## config.mk

```make
export PLATFORM = sky130hd
export DESIGN_NAME = l4_mac_window_ctrl
export DESIGN_NICKNAME = d
export VERILOG_FILES = /design/src/rtl/l4_mac_window_ctrl.sv
export SDC_FILE = /design/constraint.sdc
export NUM_CORES = 1
export LEC_CHECK = 0
export BUFFER_PORTS_ARGS = -buffer_cell sky130_fd_sc_hd__buf_2
export CORE_MARGIN = 2
export CORE_UTILIZATION = 40
export CTS_CLUSTER_SIZE = 20
export DETAILED_ROUTE_END_ITERATION = 8
export GPL_ROUTABILITY_DRIVEN = 1
export PLACE_DENSITY_LB_ADDON = 0.05
export SYNTH_ARGS = -nofsm -noshare
export SYNTH_HDL_FRONTEND = slang
export SYNTH_SLANG_ARGS = --single-unit
```

## constraint.sdc

```tcl
create_clock -name clk -period 6.3 [get_ports clk]
set_input_delay 0 -clock clk [delete_from_list [all_inputs] [get_ports clk]]
set_output_delay 0 -clock clk [all_outputs]
set_load 0.01 [all_outputs]
```

## src/rtl/l4_mac_window_ctrl.sv

```systemverilog
// l4_mac_window_ctrl
//   Sequences operand beats for the registered L4 MAC into windows of ACC_LEN
//   beats, drives the MAC's accum_en, captures z when each window's result
//   has settled, and queues {z, window tag} in a small FIFO for downstream.
// Ports
//   clk, rst          clock; synchronous active-high reset
//   in_valid/in_ready operand beat handshake with the upstream streamer
//   op_zero           upstream must zero a/w this cycle (no beat accepted)
//   accum_en          to MAC: 0 = load product, 1 = add product
//   z                 MAC result
//   out_valid/ready   result FIFO head handshake
//   out_data/out_tag  captured window result and its window index
//   busy              partial window open, capture in flight or FIFO non-empty
//   ovf_err           sticky capture-while-full indicator
module l4_mac_window_ctrl #(
  parameter int Z_WIDTH    = 32,
  parameter int ACC_LEN    = 16,
  parameter int MAC_LAT    = 2,
  parameter int FIFO_DEPTH = 4,
  parameter int RST_HOLD   = 2
) (
  input  logic               clk,
  input  logic               rst,
  input  logic               in_valid,
  output logic               in_ready,
  output logic               op_zero,
  output logic               accum_en,
  input  logic [Z_WIDTH-1:0] z,
  output logic               out_valid,
  input  logic               out_ready,
  output logic [Z_WIDTH-1:0] out_data,
  output logic [15:0]        out_tag,
  output logic               busy,
  output logic               ovf_err
);

  localparam int CNT_W  = (ACC_LEN > 1) ? $clog2(ACC_LEN) : 1;
  localparam int HOLD_W = (RST_HOLD > 1) ? $clog2(RST_HOLD) : 1;
  localparam int PTR_W  = (FIFO_DEPTH > 1) ? $clog2(FIFO_DEPTH) : 1;
  localparam int FCNT_W = $clog2(FIFO_DEPTH + 1);
  localparam int PEND_W = $clog2(MAC_LAT + 1);
  localparam int CRED_W = $clog2(FIFO_DEPTH + MAC_LAT + 1);

  localparam logic [CNT_W-1:0]  LAST_CNT  = CNT_W'(ACC_LEN - 1);
  localparam logic [HOLD_W-1:0] HOLD_LAST = HOLD_W'(RST_HOLD - 1);
  localparam logic [FCNT_W-1:0] FULL_CNT  = FCNT_W'(FIFO_DEPTH);
  localparam logic [CRED_W-1:0] CRED_MAX  = CRED_W'(FIFO_DEPTH);

  typedef enum logic [0:0] {
    ST_HOLD = 1'b0,
    ST_RUN  = 1'b1
  } state_e;

  state_e              state_q, state_d;
  logic [HOLD_W-1:0]   hold_cnt_q, hold_cnt_d;
  logic [CNT_W-1:0]    beat_cnt_q, beat_cnt_d;
  logic [MAC_LAT-1:0]  pipe_q, pipe_d;
  logic [15:0]         tag_q, tag_d;
  logic [Z_WIDTH-1:0]  mem_data_q [FIFO_DEPTH];
  logic [Z_WIDTH-1:0]  mem_data_d [FIFO_DEPTH];
  logic [15:0]         mem_tag_q  [FIFO_DEPTH];
  logic [15:0]         mem_tag_d  [FIFO_DEPTH];
  logic [PTR_W-1:0]    rd_ptr_q, rd_ptr_d;
  logic [PTR_W-1:0]    wr_ptr_q, wr_ptr_d;
  logic [FCNT_W-1:0]   count_q, count_d;
  logic                ovf_q, ovf_d;

  logic [PEND_W-1:0]   pending_s;
  logic [CRED_W-1:0]   credit_s;
  logic                last_slot_s;
  logic                run_s;
  logic                beat_s;
  logic                capture_s;
  logic                pop_s;
  logic                push_ok_s;

  // Handshake, MAC control and FIFO head outputs.
  always_comb begin
    pending_s = '0;
    for (int i = 0; i < MAC_LAT; i++) begin
      pending_s = pending_s + PEND_W'(pipe_q[i]);
    end
    // Results already queued plus results still travelling through the MAC.
    credit_s    = CRED_W'(count_q) + CRED_W'(pending_s);
    last_slot_s = (beat_cnt_q == LAST_CNT);
    run_s       = !rst && (state_q == ST_RUN);

    // Only a window-closing beat needs a FIFO slot reserved for its result.
    if (run_s) begin
      if (last_slot_s && (credit_s >= CRED_MAX)) begin
        in_ready = 1'b0;
      end else begin
        in_ready = 1'b1;
      end
    end else begin
      in_ready = 1'b0;
    end

    beat_s  = in_valid & in_ready;
    op_zero = !beat_s;

    // Bubbles add a zero product so the running sum is preserved.
    if (run_s) begin
      if (beat_s) begin
        accum_en = (beat_cnt_q != '0);
      end else begin
        accum_en = 1'b1;
      end
    end else begin
      accum_en = 1'b0;
    end

    capture_s = pipe_q[MAC_LAT-1];
    out_valid = !rst && (count_q != '0);
    pop_s     = out_valid & out_ready;
    // A pop in the same cycle makes room even when the FIFO is full.
    push_ok_s = capture_s & ((count_q != FULL_CNT) | pop_s);
    out_data  = mem_data_q[rd_ptr_q];
    out_tag   = mem_tag_q[rd_ptr_q];
    busy      = (beat_cnt_q != '0) | (pending_s != '0) | (count_q != '0);
    ovf_err   = ovf_q & !rst;
  end

  // Next-state logic for the hold FSM, window counter, capture pipe and FIFO.
  always_comb begin
    state_d    = state_q;
    hold_cnt_d = hold_cnt_q;
    beat_cnt_d = beat_cnt_q;
    pipe_d     = '0;
    tag_d      = tag_q;
    mem_data_d = mem_data_q;
    mem_tag_d  = mem_tag_q;
    rd_ptr_d   = rd_ptr_q;
    wr_ptr_d   = wr_ptr_q;
    count_d    = count_q;
    ovf_d      = ovf_q;

    case (state_q)
      ST_HOLD: begin
        if (hold_cnt_q == HOLD_LAST) begin
          state_d    = ST_RUN;
          hold_cnt_d = '0;
        end else begin
          hold_cnt_d = hold_cnt_q + HOLD_W'(1);
        end
      end
      ST_RUN: begin
        state_d = ST_RUN;
      end
      default: begin
        state_d    = ST_HOLD;
        hold_cnt_d = '0;
      end
    endcase

    if (beat_s) begin
      if (last_slot_s) begin
        beat_cnt_d = '0;
      end else begin
        beat_cnt_d = beat_cnt_q + CNT_W'(1);
      end
    end else begin
      beat_cnt_d = beat_cnt_q;
    end

    // A last-beat flag leaves the pipe exactly when z holds that window's sum.
    pipe_d[0] = beat_s & last_slot_s;
    for (int i = 1; i < MAC_LAT; i++) begin
      pipe_d[i] = pipe_q[i-1];
    end

    if (capture_s) begin
      tag_d = tag_q + 16'd1;
    end else begin
      tag_d = tag_q;
    end

    if (push_ok_s) begin
      mem_data_d[wr_ptr_q] = z;
      mem_tag_d[wr_ptr_q]  = tag_q;
      wr_ptr_d             = wr_ptr_q + PTR_W'(1);
    end else begin
      wr_ptr_d = wr_ptr_q;
    end

    if (pop_s) begin
      rd_ptr_d = rd_ptr_q + PTR_W'(1);
    end else begin
      rd_ptr_d = rd_ptr_q;
    end

    case ({push_ok_s, pop_s})
      2'b10:   count_d = count_q + FCNT_W'(1);
      2'b01:   count_d = count_q - FCNT_W'(1);
      default: count_d = count_q;
    endcase

    if (capture_s && !push_ok_s) begin
      ovf_d = 1'b1;
    end else begin
      ovf_d = ovf_q;
    end
  end

  // State registers with synchronous reset.
  always_ff @(posedge clk) begin
    if (rst) begin
      state_q    <= ST_HOLD;
      hold_cnt_q <= '0;
      beat_cnt_q <= '0;
      pipe_q     <= '0;
      tag_q      <= '0;
      mem_data_q <= '{default: '0};
      mem_tag_q  <= '{default: '0};
      rd_ptr_q   <= '0;
      wr_ptr_q   <= '0;
      count_q    <= '0;
      ovf_q      <= 1'b0;
    end else begin
      state_q    <= state_d;
      hold_cnt_q <= hold_cnt_d;
      beat_cnt_q <= beat_cnt_d;
      pipe_q     <= pipe_d;
      tag_q      <= tag_d;
      mem_data_q <= mem_data_d;
      mem_tag_q  <= mem_tag_d;
      rd_ptr_q   <= rd_ptr_d;
      wr_ptr_q   <= wr_ptr_d;
      count_q    <= count_d;
      ovf_q      <= ovf_d;
    end
  end

endmodule

```

# Word-level counts from Yosys, hierarchy flattened
# Cells that the tools add are included.
# totals
ff_bits	224
latch_bits	0
ramBits	0
romBits	0
inputBits	36
out_inout_bits	54
word_cells	78
n_memories	0
# op_classes
addsub	9
n_mul	0
div	0
magnitude_cmp	4
eq_ne	4
n_shift	0
mux	21
n_bitwise	11
n_reduce_logical	12
# op_table
cell	n
bitwise mux 128 bit	1
2-to-1 mux 32 bit	3
binary-select mux 32 bit (select 2 bit)	1
bitwise mux 64 bit	1
demux 32 bit (select 2 bit)	1
2-to-1 mux 16 bit	3
binary-select mux 16 bit (select 2 bit)	1
demux 16 bit (select 2 bit)	1
adder 16 x 1 -> 16 bit, second input constant	1
greater-or-equal comparator 3 bit, second input constant	3
2-to-1 mux 1 bit	6
NOT 2 -> 3 bit	2
case mux 3 bit (2 select lines)	1
AND 1 bit	5
logical AND 1 bit	5
adder 2 x 1 -> 2 bit, second input constant	2
adder 4 x 1 -> 4 bit, second input constant	1
== test 4 bit, second input constant	1
2-to-1 mux 4 bit	1
nonzero test 2 bit	2
nonzero test 4 bit	1
adder 3 x 1 -> 3 bit, second input constant	1
adder 3 x 2 -> 3 bit	1
logical NOT 1 bit	3
11 further kinds	13

# Depth between registers and ports, before layout
# Gate-level depths: netlist of run 1.
# depth
word_depth	9
mapped_depth	9
mapped_depth_nobuf	8

# Worst setup path after synthesis of run 1
# OpenSTA, ideal clock, no wires.
# synth_timing
path_type	register to register
from	register pipe_q[1]
to	register count_q[2]
setup_time_ps	132
t_arrival_ps	2290
required_time_ps	6168
setup_slack_ps	3878
stages_incl_launch_ff	10
path_buffers	3
synth_period_minus_slack_ps	2422
path_cell_list	dfxtp_1 -> buf_2 -> buf_2 -> buf_1 -> nor3_1 -> fa_1 -> or3b_2 -> a21boi_0 -> o21bai_1 -> a21oi_1
# synth_via
elab_chain_len	3
elab_cells_between_ends	5
classes_between	2 x eq/ne; 1 x mux; 1 x bitwise; 1 x reduce/logical
# synth_lines
element	line_no	rtl
start: declaration	57	logic [MAC_LAT-1:0] pipe_q, pipe_d;
start signal: assignment	223	pipe_q <= pipe_d;
AND 1 bit *	117	push_ok_s = capture_s & ((count_q != FULL_CNT) | pop_s);
== test 2 x 1 -> 1 bit / == test 2 bit (equally long branches)	192	case ({push_ok_s, pop_s})
case mux 3 bit (2 select lines) / nonzero test 2 bit (equally long branches)	n/a	
end signal: assignment	229	count_q <= count_d;
end: declaration	65	logic [FCNT_W-1:0] count_q, count_d;
# Every way passes the cells marked *; elsewhere a longest branch is shown, timed or not.
# A chain may end at the register's enable or synchronous reset.

# Worst setup path after layout of run 1
# layout_timing
from	input port rst
to	register mem_tag_q[61] in the netlist's numbering
# layout_via
elab_chain_len	5
# layout_lines
element	line_no	rtl
start: declaration	23	input logic rst,
logical NOT 1 bit	114	out_valid = !rst && (count_q != '0);
logical AND 1 bit	114	
AND 1 bit	115	pop_s = out_valid & out_ready;
bitwise OR 1 bit	117	
AND 1 bit	117	
end signal: assignment	226	mem_tag_q <= mem_tag_d;
end: declaration	61	logic [15:0] mem_tag_q [FIFO_DEPTH];
# Parallel ways exist; a longest one is shown, timed or not.

==> results of run 1 <==
-- area by class of cell --
class / count / area [um^2] / area share, %
clock buffer: 41 / 798 / 7.12
sequential: 224 / 4490 / 40.1
multi-input combinational: 780 / 4580 / 40.8
clock inverter: 2 / 12.5 / 0.112
tap: 319 / 399 / 3.56
inverter: 9 / 33.8 / 0.301
timing repair buffer: 137 / 900 / 8.03
-- per-layer routing --
layer	share of wire (%)	vias to the layer above	global-route usage [%]
met1	48	3621	27.5
met2	47	129	31.4
met3	4.1	23	2.82
li1	-	3864	-
met5	0	-	0
met4	1.4	0	3.60
-- metrics by stage --
step / power [mW] / instances
5_1_grt: 3.03 / 1512
4_1_cts: 2.97 / 1512
3_3_place_gp: 1.52 / 1434
2_1_floorplan: 1.48 / 1109
3_5_place_dp: 1.52 / 1434
6_report: 2.93 / 1512
-- sequential cells by signal, indices dropped and copies added, names as in the netlist --
signal and flops:
state_q 1, tag_q 16, mem_tag_q 64, hold_cnt_q 1, wr_ptr_q 2, count_q 3, mem_data_q 128, ovf_q 1
beat_cnt_q 4, pipe_q 2, rd_ptr_q 2
-- cells by family (layout without fill, tap and decap cells) --
family                   Yosys count  count (layout)
XOR/XNOR                          16              16
buffers and inverters            105             189
AO/OA/AOI/OAI                    229             229
flip-flops                       224             224
adder cells (fa/ha/maj)           11              11
AND/OR/NAND/NOR                  472             472
multiplexers                      52              52
-- worst max path at each step --
stage / startpoint / endpoint / slack (ps) / cells past startpoint
after global routing: rst / mem_tag_q[51] / 3380 / 7
after detailed placement: rst / mem_tag_q[57] / 3580 / 6
final: rst / mem_tag_q[61] / 3560 / 7
after floorplan: pipe_q[1] / count_q[2] / 3880 / 9
after CTS: rst / mem_tag_q[60] / 3550 / 7
after global placement: rst / mem_data_q[123] / 3630 / 6
-- critical path: cells and delay by family --
kind	cells	cell delay, ps
compound gates	2	850
simple gates	2	980
buf+inv	3	1320
-- synth_stat cells, types with 9 or more instances --
cell,number,area (um^2)
buf_6,18,203
buf_2,19,95.1
nand2_1,391,1470
ha_1,10,125
buf_1,10,37.5
inv_1,9,33.8
dfxtp_1,224,4480
a21oi_1,198,991
mux4_2,48,1080
nor2_1,31,116
nand3_1,15,75.1
clkbuf_1,45,169
-- cell usage in the layout, fill, tap and decap left out, types with 2 or more instances in the layout --
| cell type | count |
|---|---|
| dlygate4sd3_1 | 35 |
| xnor2_1 | 8 |
| nor2_1 | 31 |
| nand3b_1 | 2 |
| clkbuf_1 | 7 |
| nor3_1 | 7 |
| a21o_1 | 2 |
| a311oi_1 | 2 |
| dfxtp_1 | 222 |
| mux2i_1 | 3 |
| ha_1 | 10 |
| or3_1 | 2 |
| inv_1 | 9 |
| clkbuf_8 | 7 |
| nand2b_1 | 2 |
| buf_4 | 13 |
| a211oi_1 | 4 |
| nand3_1 | 15 |
| a21oi_1 | 198 |
| clkbuf_16 | 27 |
| a21oi_2 | 5 |
| mux4_2 | 48 |
| nand2_1 | 391 |
| o211a_2 | 4 |
| buf_2 | 88 |
| o21ai_0 | 5 |
| nor4_1 | 3 |
| xor2_1 | 8 |
| nand4_1 | 6 |
| nor2b_1 | 3 |
| o211ai_4 | 4 |
| and3_1 | 4 |
-- power groups by stage --
stage | combinational [mW] | sequential (mW) | clock (mW)
final | 0.0783 | 1.42 | 1.43
after global routing | 0.0861 | 1.42 | 1.52
after CTS | 0.0788 | 1.42 | 1.47
after detailed placement | 0.0618 | 1.45 | 0
after global placement | 0.0630 | 1.45 | 0
after floorplan | 0.0318 | 1.45 | 0
-- timing repair --
action | in CTS | in global routing
endpoints found under the hold margin | 166 | 0
hold buffers | 35 | 0
setup endpoints to repair | 0 | 0
==> flow_summary.json, run 1 <==
{
  "final_design_area_no_fill_um2": 11200,
  "min_path_type": "input pin to flop",
  "critPathLaunchType": "input pin",
  "netlist_area_um2": 9590,
  "synth_top_family_by_area": "simple AND/OR/NAND/NOR gates",
  "yosys.area_share.simple_pct": 19.6,
  "clkPwrFrac_pct": 48.7,
  "wl_per_cell_um": 16.3,
  "grt_overflow": 0,
  "syn_inst": 1109,
  "post-route-period-util_pct": 43.5,
  "p_seq_share_pct": 48.6,
  "core_area_um2": 23500,
  "ys_seq_area_share_pct": 46.7,
  "grt_use_total_pct": 19.3,
  "clockRootBuffer": "clkbuf_16",
  "routed_wl_mm": 24.6,
  "io_buffers": 89,
  "die_w_um": 159,
  "dpl_worst_slack_ps": 3580,
  "cap_violations": 0,
  "antenna_found_initial": 0,
  "max_freq_ghz": 0.365,
  "p_int_mw": 2.31,
  "fin_tns_setup_ps": 0,
  "final_nets": 1225,
  "maxSlewHeadroom_pct": 30.9,
  "cts_resized": 0,
  "powerDensity_nw_per_um2": 261,
  "finClkSkew_ps": 8.28,
  "final_util_pct": 47.6,
  "fill_cells": 2331,
  "crit_slowest_cell": "nor2b_1",
  "synth.distinct_cells": 44,
  "critPathMaxStageDelay_ps": 880,
  "synth_xor_area_share_pct": 1.46,
  "synth_edf_count": 0,
  "layout_min_cycle_time_ps": 2740,
  "crit_fanout": 90,
  "dieHeight_um": 159,
  "slew_viol_final": 0,
  "hpwl_mm": 13.6,
  "final_hold_viol_count": 0,
  "end_kind": "flop",
  "p_sw_share_pct": 21.2,
  "setup-violations-final": 0,
  "drc": 0,
  "min_path_cells": 4,
  "cts_made_buffers": 26,
  "vias_per_cell": 5.05,
  "row_count": 56,
  "power_frac_comb_pct": 2.7,
  "ant_nets": 0,
  "synth_ff_type": "dfxtp_1",
  "cts_buffer_depth": 3,
  "reg2reg_slack_ps": 3630,
  "htreeDepth": 1,
  "dpl_cell_area_um2": 10000,
  "syn_avg_cell_area_um2": 8.65,
  "rsz0062_at_grt": "false",
  "cp.arrival_ps": 3180,
  "grt_pass1_wl_mm": 40.0,
  "min_from": "z[10]",
  "ys_ff_latch": 224,
  "cts_tree": "done",
  "hold_end": "mem_data_q[42]",
  "path_cells": "dlygate4sd3_1 > buf_6 > nor2b_1 > o211a_2 > buf_4 > nand2_1 > a21oi_1",
  "vias": 7637,
  "dieArea_um2": 25200,
  "crit_type": "input pin to flop",
  "dr.pass1.iters": 4,
  "p_leak_nw": 3.82,
  "synthAdderAreaFrac_pct": 1.51,
  "status": "finished clean",
  "postCtsSetupRepairBufs": 0,
  "grt_pass1_vias": 7278,
  "area_delta_synth_final_pct": 16.8,
  "gp_congestion": 0.711,
  "initial_core_util_pct": 40.7,
  "setup_slack_ps": 3560,
  "grt_max_degree": 91,
  "yosysWarningCount": 0,
  "ios": 90,
  "clk_latency_ps": 520,
  "syn-num-nets": 1156,
  "r2r_cells": 5,
  "layout-drive-gt1-share_pct": 17.0,
  "synthMuxAreaShare_pct": 11.7,
  "synth_compound_gate_area_share_pct": 13.0,
  "timing.rr.end": "mem_data_q[78]",
  "peakVddDrop_v": 0.000189,
  "drtIter0Drc": 509,
  "n_antenna_cell": 0,
  "cts_sinks": 224,
  "worst_pin_slew_ps": 1030,
  "p_switching_uw": 619,
  "path_clk_slew_ps": 60,
  "rr_startpoint": "count_q[2]",
  "synthArstFlopShare_pct": 0,
  "worstPathRequired_ps": 6740,
  "hold_slack_ps": 301
}
(Power assumes the default switching activity.)
==> run 2, diff against run 1 <==
Clock period 6.3 ns to 2.25 ns, I/O delays scaled along.
==> flow_summary.json, run 2 (same netlist as run 1, synthesis figures left out) <==
{
  "area_delta_synth_final_pct": 21.7,
  "dr.pass1.iters": 5,
  "wl_per_cell_um": 16.5,
  "routed_wl_mm": 25.3,
  "cts_made_buffers": 27,
  "dpl_worst_slack_ps": 86.2,
  "finClkSkew_ps": 14.7,
  "row_count": 56,
  "clk_latency_ps": 530,
  "max_freq_ghz": 0.469,
  "layout_commonest_cell": "nand2_1",
  "crit_fanout": 3,
  "cap_violations": 0,
  "n_antenna_cell": 0,
  "p_leak_nw": 4.04,
  "io_buffers": 89,
  "grt_pass1_vias": 7402,
  "min_path_type": "input pin to flop",
  "setup_slack_ps": 117,
  "cp.arrival_ps": 2500,
  "total_power_mw": 8.67,
  "powerDensity_nw_per_um2": 743,
  "vias_per_cell": 5.10,
  "worstPathRequired_ps": 2610,
  "crit_slowest_cell": "or3b_2",
  "cp_top_family": "simple AND/OR/NAND/NOR gates",
  "crit_buf_inv": 0,
  "gp_congestion": 0.715,
  "grt_pass1_wl_mm": 40.8,
  "die_w_um": 159,
  "largest_register": "mem_data_q",
  "final_hold_viol_count": 0,
  "drtIter0Drc": 464,
  "cts_buffer_depth": 3,
  "final_nets": 1243,
  "initial_core_util_pct": 40.7,
  "worst_pin_slew_ps": 956,
  "maxSlewHeadroom_pct": 36.3,
  "setup-violations-final": 0,
  "slew_viol_final": 0,
  "reg_top3": "mem_data_q: 128 flops, mem_tag_q: 64 flops, tag_q: 16 flops",
  "dieArea_um2": 25200,
  "rsz0062_at_grt": "false",
  "crit_type": "flop to flop",
  "post-route-period-util_pct": 94.8,
  "hold_slack_ps": 16.9,
  "critPathLaunchType": "flop",
  "status": "finished clean",
  "hpwl_mm": 14.5,
  "layout-drive-gt1-share_pct": 19.3,
  "peakVddDrop_v": 0.000515,
  "largest_reg_flops": 128,
  "cts_tree": "done",
  "cts_sinks": 224,
  "end_kind": "flop",
  "dieHeight_um": 159,
  "grt_overflow": 0,
  "critPathMaxStageDelay_ps": 450,
  "grt_max_degree": 143,
  "drc": 0,
  "path_clk_slew_ps": 60,
  "path_cells": "or3_4 > nand2_2 > nor3_1 > fa_2 > or3b_2 > a21boi_1 > o21bai_1 > a21oi_1",
  "ant_nets": 0,
  "vias": 7824,
  "clockRootBuffer": "clkbuf_16",
  "core_area_um2": 23500,
  "layout_min_cycle_time_ps": 2130,
  "antenna_found_initial": 0,
  "ios": 90,
  "grt_use_total_pct": 19.7,
  "final_cell_mix": "390 x nand2_1, 221 x dfxtp_1, 198 x a21oi_1",
  "fin_tns_setup_ps": 0,
  "htreeDepth": 1
}
==> run 2: per-stage QoR <==
stage               instance area, um^2  utilization (%)  instances
CTS                               11700             49.5       1534
detailed placement                10400             44.1       1452
finish                            11700             49.6       1534
floorplan                          9610                -       1109
global placement                  10400             44.1       1452
global route                      11700             49.6       1534
==> run 2: cell type report <==
cell class	instances	area, um^2
fill	2276	11900
multi-input combinational	780	4600
sequential	224	4490
timing repair buffer	154	1210
clock buffer	44	860
tap	319	399
clock inverter	4	73.8
inverter	9	33.8
==> run 2: per-layer routing <==
layer / GRT usage, % / vias to the layer above / routed length, um
met4: 4.09 / 0 / 416
li1: - / 3908 / -
met5: 0 / - / 0
met1: 26.9 / 3724 / 11600
met2: 33.4 / 162 / 12100
met3: 2.85 / 30 / 1190
==> run 2: worst paths after layout <==
kind / from / endpoint / slack (ps) / depth (start not counted)
setup / recovery: count_q[2] / count_q[2] / 120 / 8
hold reg to reg: mem_data_q[38] / mem_data_q[38] / 450 / 2
hold / removal: rst / mem_tag_q[43] / 20 / 3
setup reg to reg: count_q[2] / count_q[2] / 120 / 8
==> run 2: worst min-delay path, cell delays in order <==
cell and delay (ps):
buf_6 110, buf_12 210, a21oi_1 170
==> run 2: timing repair <==
action                     in CTS  in global routing
resized for setup               2                  3
setup endpoints to repair       1                  3
setup buffers                   0                  0
pin swaps                       0                  1
hold buffers                   34                  0
hold endpoints to repair      134                  0
==> run 2: where the power goes <==
| part | internal [mW] | switching (mW) | total [mW] |
|---|---|---|---|
| logic | 0.0880 | 0.134 | 0.222 |
| registers | 3.97 | 0.00831 | 3.98 |
| clock network | 2.81 | 1.65 | 4.47 |
| total | 6.87 | 1.80 | 8.67 |
==> run 3, diff against run 2 <==
Clock period 2.25 ns to 2.15 ns, I/O delays scaled along.
==> flow_summary.json, run 3 (same netlist as run 1, synthesis figures left out) <==
{
  "routed_wl_mm": 25.1,
  "grt_use_total_pct": 19.6,
  "rr_startpoint": "count_q[0]",
  "grt_pass1_wl_mm": 40.9,
  "r2r_cells": 8,
  "status": "finished clean",
  "n_antenna_cell": 0,
  "cp.arrival_ps": 2080,
  "crit_start": "pipe_q[1]",
  "grt_pass1_vias": 7602,
  "final_cell_mix": "390 x nand2_1, 220 x dfxtp_1, 197 x a21oi_1",
  "worstPathRequired_ps": 2150,
  "fill_cells": 2309,
  "antenna_found_initial": 0,
  "hpwl_mm": 14.2,
  "critPathLaunchType": "flop",
  "dpl_worst_slack_ps": 82.4,
  "layout-drive-gt1-share_pct": 20.0,
  "setup_slack_ps": 68.8,
  "dpl_cell_area_um2": 10400,
  "htreeDepth": 1,
  "largest_reg_flops": 128,
  "total_power_mw": 8.73,
  "wl_per_cell_um": 16.3,
  "vias_per_cell": 5.08,
  "clockRootBuffer": "clkbuf_16",
  "crit_path_end": "in_ready",
  "row_count": 56,
  "die_w_um": 159,
  "crit_type": "flop to output port",
  "worst_pin_slew_ps": 976,
  "initial_core_util_pct": 40.7,
  "area_delta_synth_final_pct": 21.7,
  "reg_top3": "mem_data_q: 128 flops, mem_tag_q: 64 flops, tag_q: 16 flops",
  "peakVddDrop_v": 0.000441,
  "powerDensity_nw_per_um2": 748,
  "setup-violations-final": 0,
  "p_leak_nw": 4.05,
  "finClkSkew_ps": 8.48,
  "cts_sinks": 224,
  "cts_made_buffers": 25,
  "largest_register": "mem_data_q",
  "end_kind": "output port",
  "ant_nets": 0,
  "rsz0062_at_grt": "false",
  "core_area_um2": 23500,
  "path_clk_slew_ps": 60,
  "grt_overflow": 0,
  "dr.pass1.iters": 4,
  "final_nets": 1253,
  "vias": 7832,
  "min_path_type": "input pin to flop",
  "cts_tree": "done",
  "grt_max_degree": 197,
  "drc": 0,
  "timing.rr.end": "count_q[2]",
  "clk_latency_ps": 520,
  "ios": 90,
  "fin_tns_setup_ps": 0,
  "io_buffers": 89,
  "post-route-period-util_pct": 96.8,
  "final_design_area_no_fill_um2": 11700,
  "dieHeight_um": 159,
  "gp_congestion": 0.710,
  "maxSlewHeadroom_pct": 34.9,
  "cap_violations": 0,
  "cts_buffer_depth": 3,
  "slew_viol_final": 0,
  "layout_commonest_cell": "nand2_1",
  "max_freq_ghz": 0.480,
  "final_hold_viol_count": 0,
  "reg2reg_slack_ps": 150,
  "layout_min_cycle_time_ps": 2080,
  "dieArea_um2": 25200,
  "crit_fanout": 3,
  "drtIter0Drc": 507
}
[run 3: cell types whose count changed in the layout (fill, tap and decap cells not counted), moves of 2 or more]
cell | previous run | this run
buf_4 | 16 | 28
clkbuf_16 | 27 | 25
clkbuf_8 | 12 | 8
clkinv_2 | 1 | 4
dfxtp_2 | 1 | 3
[run 3: layer usage]
metal	global-route usage (%)	share of wire [%]
met5	0	0
met4	4.63	1.6
met3	2.82	4.0
met2	32.5	47
met1	27.1	47
[run 3: stage by stage]
stage	hold WS [ps]	instances	util, %
CTS	278	1540	49.5
global placement	277	1459	44.3
finish	304	1542	49.6
global route	293	1542	49.6
floorplan	77.5	1109	-
detailed placement	282	1459	44.3
[run 3: power breakdown]
| part | internal [mW] | switching [mW] |
|---|---|---|
| clock network | 2.64 | 1.69 |
| logic | 0.0942 | 0.143 |
| registers | 4.16 | 0.00893 |
[run 3: worst max-delay path: stages (launching register included)]
cell     delay, ps
dfxtp_2        320
ha_1           230
ha_4           220
a311o_1        360
and3_4         180
a21oi_2        120
buf_2          130
[run 3: final cells by class]
type                            count  area, um^2  area share (%)
Multi-Input combinational cell    780        4610            39.5
Sequential cell                   224        4490            38.5
Timing Repair Buffer              166        1290            11.1
Clock buffer                       37         751            6.43
Tap cell                          319         399            3.42
Clock inverter                      7        88.8           0.761
Inverter                            9        33.8           0.289
[run 3: worst min-delay path by stage]
stage | from | endpoint | slack (ps) | depth (start not counted)
finish | z[6] | mem_data_q[6] | 300 | 4
global route | z[6] | mem_data_q[102] | 290 | 4
global placement | z[13] | mem_data_q[13] | 280 | 3
floorplan | in_valid | accum_en | 80 | 1
CTS | z[5] | mem_data_q[37] | 280 | 4
detailed placement | z[23] | mem_data_q[55] | 280 | 3
[run 3: timing repair]
action                                 4_1_cts  5_1_grt
hold buffers                                35        0
buffers inserted                             2        2
setup endpoints to repair                    2        6
endpoints found under the hold margin      137        0
pin swaps                                    3        3
gates resized for setup                      3        2
